File: src/rtl/key_fre_ctrl_if.sv
// Key pins in, selection index out, for the debounced key controller.
// idx_valid is a pulse-only strobe with no ready: it is high for exactly the one cycle in which idx takes its new value, and the consumer must take it then.
interface key_fre_ctrl_if;
    logic       key_up;
    logic       key_dn;
    logic [3:0] idx;
    logic       idx_valid;
    logic       key_busy;
    logic [2:0] dbg_state;

    modport slave (
        input  key_up,
        input  key_dn,
        output idx,
        output idx_valid,
        output key_busy,
        output dbg_state
    );

    modport master (
        output key_up,
        output key_dn,
        input  idx,
        input  idx_valid,
        input  key_busy,
        input  dbg_state
    );
endinterface

File: src/rtl/key_fre_ctrl.sv
// Two-key debounce/arbitration FSM stepping a wrap-around index.
// Holding a key auto-repeats the step.
module key_fre_ctrl #(
    parameter int DEB_CYC  = 1_000_000,
    parameter int LONG_CYC = 50_000_000,
    parameter int REP_CYC  = 10_000_000,
    parameter int IDX_MAX  = 15
) (
    input  logic            clk,
    input  logic            rst,
    key_fre_ctrl_if.slave   bus
);
    typedef enum logic [2:0] {
        IDLE      = 3'd0,
        DEB_PRESS = 3'd1,
        HOLD      = 3'd2,
        REPEAT    = 3'd3,
        DEB_REL   = 3'd4
    } state_e;

    typedef enum logic {SEL_UP = 1'b0, SEL_DN = 1'b1} sel_e;

    localparam logic [31:0] DEB_LAST  = 32'(DEB_CYC - 1);
    localparam logic [31:0] LONG_LAST = 32'(LONG_CYC - 1);
    localparam logic [31:0] REP_LAST  = 32'(REP_CYC - 1);
    localparam logic [3:0]  IDX_TOP   = 4'(IDX_MAX);

    logic        up_meta_q, up_s_q, dn_meta_q, dn_s_q;
    state_e      state_q, state_d;
    sel_e        sel_q, sel_d;
    logic [31:0] cnt_q, cnt_d;
    logic [3:0]  idx_q, idx_d;
    logic        valid_q, valid_d;
    logic        busy_q, busy_d;
    logic        step;
    logic        key_s;

    always_ff @(posedge clk) begin
        if (rst) begin
            up_meta_q <= 1'b1;
            up_s_q    <= 1'b1;
            dn_meta_q <= 1'b1;
            dn_s_q    <= 1'b1;
            state_q   <= IDLE;
            sel_q     <= SEL_UP;
            cnt_q     <= '0;
            idx_q     <= '0;
            valid_q   <= 1'b0;
            busy_q    <= 1'b0;
        end else begin
            up_meta_q <= bus.key_up;
            up_s_q    <= up_meta_q;
            dn_meta_q <= bus.key_dn;
            dn_s_q    <= dn_meta_q;
            state_q   <= state_d;
            sel_q     <= sel_d;
            cnt_q     <= cnt_d;
            idx_q     <= idx_d;
            valid_q   <= valid_d;
            busy_q    <= busy_d;
        end
    end

    // Outside IDLE only the latched key matters; the other one is ignored.
    assign key_s = (sel_q == SEL_UP) ? up_s_q : dn_s_q;

    always_comb begin
        state_d = state_q;
        sel_d   = sel_q;
        cnt_d   = cnt_q;
        step    = 1'b0;
        case (state_q)
            IDLE: begin
                if (!up_s_q) begin
                    sel_d   = SEL_UP;
                    cnt_d   = '0;
                    state_d = DEB_PRESS;
                end else if (!dn_s_q) begin
                    sel_d   = SEL_DN;
                    cnt_d   = '0;
                    state_d = DEB_PRESS;
                end
            end
            DEB_PRESS: begin
                if (key_s) begin
                    state_d = IDLE;
                end else if (cnt_q == DEB_LAST) begin
                    step    = 1'b1;
                    cnt_d   = '0;
                    state_d = HOLD;
                end else begin
                    cnt_d = cnt_q + 32'd1;
                end
            end
            HOLD: begin
                if (key_s) begin
                    cnt_d   = '0;
                    state_d = DEB_REL;
                end else if (cnt_q == LONG_LAST) begin
                    step    = 1'b1;
                    cnt_d   = '0;
                    state_d = REPEAT;
                end else begin
                    cnt_d = cnt_q + 32'd1;
                end
            end
            REPEAT: begin
                if (key_s) begin
                    cnt_d   = '0;
                    state_d = DEB_REL;
                end else if (cnt_q == REP_LAST) begin
                    step  = 1'b1;
                    cnt_d = '0;
                end else begin
                    cnt_d = cnt_q + 32'd1;
                end
            end
            DEB_REL: begin
                if (!key_s) begin
                    cnt_d = '0;
                end else if (cnt_q == DEB_LAST) begin
                    state_d = IDLE;
                end else begin
                    cnt_d = cnt_q + 32'd1;
                end
            end
            default: begin
                cnt_d   = '0;
                state_d = IDLE;
            end
        endcase
    end

    always_comb begin
        idx_d = idx_q;
        if (step) begin
            if (sel_q == SEL_UP) idx_d = (idx_q == IDX_TOP) ? 4'd0 : idx_q + 4'd1;
            else                 idx_d = (idx_q == 4'd0) ? IDX_TOP : idx_q - 4'd1;
        end
        valid_d = step;
        busy_d  = (state_d != IDLE);
    end

    assign bus.idx       = idx_q;
    assign bus.idx_valid = valid_q;
    assign bus.key_busy  = busy_q;
    assign bus.dbg_state = state_q;
endmodule

File: src/flat_wrapper.sv
// flat-port wrapper written by rule: the top's interface ports become plain ports
module key_fre_ctrl_flat 
#(
    parameter int DEB_CYC  = 1_000_000,
    parameter int LONG_CYC = 50_000_000,
    parameter int REP_CYC  = 10_000_000,
    parameter int IDX_MAX  = 15
)
  (clk, rst, bus_key_up, bus_key_dn, bus_idx, bus_idx_valid, bus_key_busy, bus_dbg_state);
  key_fre_ctrl_if bus_i ();
  input  logic clk;
  input  logic rst;
  input wire logic [$bits(bus_i.key_up)-1:0] bus_key_up;
  input wire logic [$bits(bus_i.key_dn)-1:0] bus_key_dn;
  output wire logic [$bits(bus_i.idx)-1:0] bus_idx;
  output wire logic [$bits(bus_i.idx_valid)-1:0] bus_idx_valid;
  output wire logic [$bits(bus_i.key_busy)-1:0] bus_key_busy;
  output wire logic [$bits(bus_i.dbg_state)-1:0] bus_dbg_state;
  assign bus_i.key_up = bus_key_up;
  assign bus_i.key_dn = bus_key_dn;
  assign bus_idx = bus_i.idx;
  assign bus_idx_valid = bus_i.idx_valid;
  assign bus_key_busy = bus_i.key_busy;
  assign bus_dbg_state = bus_i.dbg_state;
  key_fre_ctrl #(.DEB_CYC(DEB_CYC), .LONG_CYC(LONG_CYC), .REP_CYC(REP_CYC), .IDX_MAX(IDX_MAX)) u_core (.clk(clk), .rst(rst), .bus(bus_i));
endmodule
File: config.mk
export PLATFORM = sky130hd
export DESIGN_NAME = key_fre_ctrl_flat
export DESIGN_NICKNAME = d
export VERILOG_FILES = /design/src/rtl/key_fre_ctrl_if.sv /design/src/rtl/key_fre_ctrl.sv /design/src/flat_wrapper.sv
export SDC_FILE = /design/constraint.sdc
export NUM_CORES = 1
export LEC_CHECK = 0
export ABC_CLOCK_PERIOD_IN_PS = 2350
export CAP_MARGIN = 25
export CORE_MARGIN = 5
export CORE_UTILIZATION = 45
export DETAILED_ROUTE_END_ITERATION = 10
export GPL_TIMING_DRIVEN = 1
export SLEW_MARGIN = 25
export SYNTH_ARGS = -nofsm -noshare
export SYNTH_HDL_FRONTEND = slang
export SYNTH_SLANG_ARGS = --single-unit
export TNS_END_PERCENT = 30
File: constraint.sdc
create_clock -name clk -period 2.35 [get_ports clk]
set_input_delay 0.235 -clock clk [delete_from_list [all_inputs] [get_ports clk]]
set_output_delay 0.235 -clock clk [all_outputs]
set_load 0.03 [all_outputs]
-- Word-level counts from Yosys, hierarchy flattened
Cells that the tools add are included.
- $add $sub $neg: 3
- equal/unequal tests: 12
- muxes and demuxes: 34
- reductions and logical operators: 5
- operators with widths (cell ; number):
    two-way mux 32 bit ; 10
    one-hot mux 32 bit (5 select lines) ; 1
    adder 32 x 1 -> 32 bit (second input constant) ; 1
    equality test 32 x 20 -> 1 bit (second input constant) ; 1
    equality test 32 x 24 -> 1 bit (second input constant) ; 1
    equality test 32 x 26 -> 1 bit (second input constant) ; 1
    two-way mux 3 bit ; 9
    one-hot mux 3 bit (5 select lines) ; 1
    two-way mux 4 bit ; 3
    two-way mux 1 bit ; 9
    equality test 3 x 2 -> 1 bit (second input constant) ; 2
    inequality test 3 bit (second input constant) ; 2
    adder 4 x 1 -> 4 bit (second input constant) ; 1
    equality test 4 bit (second input constant) ; 1
    zero test 4 bit ; 1
    inequality test 2 bit (second input constant) ; 2
    subtractor 4 x 1 -> 4 bit (second input constant) ; 1
    equality test 3 x 1 -> 1 bit (second input constant) ; 1
    equality test 3 bit (second input constant) ; 1
    zero test 3 bit ; 1
    one-hot mux 1 bit (3 select lines) ; 1
    AND reduction 3 bit ; 1
    nonzero test 3 bit ; 1
    AND reduction 2 bit ; 1
- bits in registers: 46
- input bits: 4
- output and inout port bits: 9
- logic and storage cells: 64

-- Longest topological paths before layout
- depth in word-level cells: 5
- gate-level depth with buffers: 7
- mapped depth without buffers: 6

-- Least setup slack after synthesis
Ideal clock, no wire load.
- path type: reg-to-reg
- start point: register u_core.state_q[1] (netlist: u_core.bus.dbg_state[1])
- end point: register u_core.cnt_q[14]
- setup time: 95 ps
- arrival: 2177 ps
- data required time: 2255 ps
- slack: 77 ps
- cell stages (with the launch flop): 6
- buffers on the path: 0
- period minus slack after synthesis: 2273 ps
- cells stage by stage: dfxtp_1 -> nor2_1 -> and4_1 -> nor4_1 -> or4b_2 -> a221oi_1
- longest elaborated chain between the ends: 3
- elaborated cells between the ends (all ways): 10
- classes of those cells: eq/ne: 7; mux: 1; reduce/logical: 2
- RTL lines (element ; RTL line ; RTL):
    from (decl) ; key_fre_ctrl.sv:29 ; state_e state_q, state_d;
    from (signal assigned) ; key_fre_ctrl.sv:55 ; state_q <= state_d;
    equality test 3 bit (tied with other cells) ; key_fre_ctrl.sv:72 ; case (state_q)
    inequality test 3 bit (no line) / inequality test 2 bit (equally long branches) ; - ;
    AND reduction 3 bit (no line) ; - ;
    to (signal assigned) ; key_fre_ctrl.sv:57 ; cnt_q <= cnt_d;
    to (decl) ; key_fre_ctrl.sv:31 ; logic [31:0] cnt_q, cnt_d;
Parallel ways exist; a longest one is shown, timed or not.
A chain may end at the register's enable or synchronous reset.

-- Worst setup path in the final report
- start point: register u_core.cnt_q[1]
- end point: register u_core.cnt_q[21]
- longest elaborated chain between the ends: 4
- elaborated cells between the ends (all ways): 15
- classes of those cells: add/sub: 1; eq/ne: 4; mux: 9; reduce/logical: 1
- RTL lines (element ; RTL line):
    adder 32 x 1 -> 32 bit (tied with other cells) ; -
    two-way mux 32 bit (on tied branches) (2 in a row) ; -
    one-hot mux 32 bit (5 select lines) ; key_fre_ctrl.sv:72
Parallel ways exist; a longest one is shown, timed or not. The select of a mux whose other input is x is not followed.

==> results_dict.tcl <==
set metrics [dict create \
    layout-drive-gt1-share_pct 19.6 \
    ctsRootBufferMaster "sky130_fd_sc_hd__clkbuf_8" \
    cts_buffers 5 \
    synthDominantCellAreaShare_pct 34.4 \
    report.final.slew_viol_count 0 \
    final_common_cell "sky130_fd_sc_hd__dfxtp_1" \
    clock.fmax_ghz 0.443 \
    setup.worst_path.start_class "flip-flop" \
    place.detailed.instances 407 \
    largest_reg_flops 32 \
    p_leak_uw 0.000936 \
    combPwrFrac_pct 6.8 \
    report.power.total_uw 1410 \
    syn-mean-instance-area_um2 8.67 \
    post_synth_instance_area_mm2 0.00268 \
    worst_clock_skew_ns 0.00405 \
    rsz_0062_raised_after_global_routing "true" \
    timing.critical_path.arrival_ns 2.44 \
    die-width_um 87.2 \
    grt_first_pass_wirelength_um 12300 \
    clock_path_buffers 2 \
    timing.slew.headroom_pct 64.2 \
    wl_um 7380 \
    setup.worst_path.end_class "flip-flop" \
    number_of_enable_flip_flop_cells_after_synthesis 0 \
    startpoint "u_core.cnt_q[1]$_SDFFE_PP0P_" \
    antenna_violating_nets_post_route 0 \
    worst_slew_pin_slew_ns 0.533 \
    final.period_utilization_pct 96.1 \
    vias_per_cell 6.46 \
    num_vias 2695 \
    wl_per_cell_um 17.7 \
    crit_type "reg -> reg" \
    gr-usage-met1_pct 28.0 \
    setup-violations-final 0 \
    crit_required_ns 2.53 \
    clock_power_share_pct 36.7 \
    vdd.ir_drop.worst_mv 0.262 \
    layout.filler_cells 543 \
    detail_route.iter0.violations 204 \
    gr_overflow_total 0 \
    r2r.worst_path.cells 7 \
    met2_usage_in_global_routing_pct 30.6 \
    globalRouteTotalUtil_pct 19.9 \
    total_switching_power_uw 341 \
    hold_buffers 0 \
    insertion_delay_ns 0.30 \
    r2r_setup_slack_ns 0.09 \
    register_bank_with_the_most_flops "u_core.cnt_q" \
    worst_slack_ns 0.0920 \
    number_of_antenna_violations_at_the_first_check_in_global_routing 0 \
    post-dp-hpwl_um 5220 \
    ctsHtreeMaxLevel 2 \
    leading_register_cell_type_out_of_synthesis "sky130_fd_sc_hd__dfxtp_1" \
    drt_first_pass_iters 4 \
    cts_tree "done" \
    synth.yosys.seq_area_share_pct 34.4 \
    run_status "complete, no violations" \
    hold_path_class "reg -> reg" \
    fin_setup_tns_ns 0 \
    grt.met3_usage_pct 4.35 \
    asyncSetResetFlopFracSynth_pct 0 \
    commonest_cells_after_routing_fill_and_taps_aside "sky130_fd_sc_hd__dfxtp_1 (43), sky130_fd_sc_hd__buf_4 (30), sky130_fd_sc_hd__a221oi_1 (26)" \
    report.final.hold_viol_count 0 \
    final_cells 417 \
    drv.max_cap_violation_count 0 \
    postSynthNetCount 316 \
    yosys_warnings 0 \
    floorplan.die_area_mm2 0.00760 \
    seq_power_share_pct 56.6 \
    minimum_clock_period_after_layout_ns 2.26 \
    cp-endpoint "u_core.cnt_q[21]$_SDFFE_PP0P_" \
    nNetsFinal 348 \
    cts.sink_count 46 \
    ys_types 49 \
    design.portCount 13 \
    power.density_mw_per_mm2 440 \
    path_max_fanout 8 \
    start_util_pct 45.8 \
    detailedPlace.worstSlack_ns 0.0401 \
    synth_seq_cells 46 \
    biggest_area_consumer_among_synthesized_cells "sky130_fd_sc_hd__dfxtp_1" \
    grt_pass1_vias 2525 \
    row_count 28 \
    worst_r2r_endpoint "u_core.cnt_q[21]$_SDFFE_PP0P_" \
    numPortBuffers 12 \
    clock_pin_slew_on_the_worst_setup_and_hold_paths_ns 0.09 \
    area.growth.synth_to_final_pct 19.2 \
    postSynthCellCount 309 \
    design.core.area_mm2 0.00585 \
    die_y_um 87.2 \
    netSwitchingFraction_pct 24.3 \
    r2r-start "u_core.cnt_q[1]$_SDFFE_PP0P_" \
    detail_route.drc_violations 0 \
    grt_start_max_net_pins 20 \
    internal_power_uw 1060 \
    gpl.final_weighted_congestion 0.844 \
    netlist_top_cells_area "sky130_fd_sc_hd__dfxtp_1 (34%), sky130_fd_sc_hd__a221oi_1 (8.5%), sky130_fd_sc_hd__or4_1 (4.5%), sky130_fd_sc_hd__nand4_1 (3.7%), sky130_fd_sc_hd__or3_1 (3.5%)" \
    num_antenna_cells 0 \
    busiest_layer "met2" \
]
==> area by class of cell <==
class | instances | area [um^2] | share of cell area (%)
Clock buffer | 7 | 86.3 | 2.70
Clock inverter | 1 | 5.00 | 0.157
Inverter | 9 | 33.8 | 1.06
Multi-Input combinational cell | 235 | 1680 | 52.7
Sequential cell | 46 | 925 | 28.9
Tap cell | 75 | 93.8 | 2.94
Timing Repair Buffer | 44 | 368 | 11.5
==> metrics by stage <==
stage / hold WS (ns) / utilization [%] / area (um^2)
2_1_floorplan: 0.339 / - / 2680
3_3_place_gp: 0.392 / 52.1 / 3050
3_5_place_dp: 0.394 / 52.1 / 3050
4_1_cts: 0.415 / 53.6 / 3140
5_1_grt: 0.436 / 54.6 / 3190
6_report: 0.414 / 54.6 / 3190
==> worst max-delay path: stages, from the launching register on <==
cell and delay [ns]:
sky130_fd_sc_hd__dfxtp_2 0.35, sky130_fd_sc_hd__ha_2 0.19, sky130_fd_sc_hd__and3_2 0.23, sky130_fd_sc_hd__nand4_1 0.17, sky130_fd_sc_hd__or4_4 0.59, sky130_fd_sc_hd__a31oi_2 0.29
sky130_fd_sc_hd__buf_4 0.22, sky130_fd_sc_hd__a221oi_1 0.10
==> cells in the mapped netlist, types with 6 or more instances <==
cell type and number:
sky130_fd_sc_hd__a211oi_1 6, sky130_fd_sc_hd__o21ai_0 16, sky130_fd_sc_hd__nor2_1 8, sky130_fd_sc_hd__or3_1 15
sky130_fd_sc_hd__clkbuf_1 14, sky130_fd_sc_hd__nor4_1 11, sky130_fd_sc_hd__inv_1 9, sky130_fd_sc_hd__o31ai_1 12
sky130_fd_sc_hd__dfxtp_1 46, sky130_fd_sc_hd__a221oi_1 26, sky130_fd_sc_hd__and4_1 8, sky130_fd_sc_hd__a21oi_1 9
sky130_fd_sc_hd__nand3_1 14, sky130_fd_sc_hd__nand4_1 16, sky130_fd_sc_hd__or4_1 16, sky130_fd_sc_hd__nand2_1 16
==> worst min path at each step <==
stage                                      startpoint                          end  slack [ns]  depth (start not counted)
after floorplan                            bus_key_dn  u_core.dn_meta_q$_SDFF_PP1_        0.34                          1
after global placement    u_core.dn_meta_q$_SDFF_PP1_     u_core.dn_s_q$_SDFF_PP1_        0.39                          1
after detailed placement  u_core.up_meta_q$_SDFF_PP1_     u_core.up_s_q$_SDFF_PP1_        0.39                          1
after CTS                 u_core.up_meta_q$_SDFF_PP1_     u_core.up_s_q$_SDFF_PP1_        0.42                          1
after global routing      u_core.dn_meta_q$_SDFF_PP1_     u_core.dn_s_q$_SDFF_PP1_        0.44                          1
final                     u_core.up_meta_q$_SDFF_PP1_     u_core.up_s_q$_SDFF_PP1_        0.41                          1
==> power groups by stage <==
stage | logic [uW] | registers (uW) | clock network, uW
final | 95.3 | 795 | 516
after global placement | 91.7 | 813 | 0
after global routing | 102 | 797 | 572
after CTS | 92.9 | 795 | 530
after detailed placement | 92.5 | 813 | 0
after floorplan | 54.3 | 813 | 0
==> metal layers <==
layer	up-vias	share of wire [%]
met2	57	46
li1	1322	-
met3	10	4.7
met1	1306	48
met4	0	1.3
met5	-	0
==> what timing repair did <==
action | 4_1_cts | 5_1_grt
endpoints found under the setup margin | 0 | 36
resized for setup | 0 | 12
buffers inserted | 0 | 2
==> cells by family (layout without fill, tap and decap cells) <==
group           count (synthesis)  after routing  synth area share, %
buf+inv                        28             61                 4.16
xor+xnor                        6              6                 1.96
fa+ha+maj                       3              3                 1.40
flops                          46             46                 34.4
compound gates                 85             85                 24.0
mux                             5              5                 2.43
simple gates                  136            136                 31.7
Note: power is estimated with default switching activity, not from simulation.
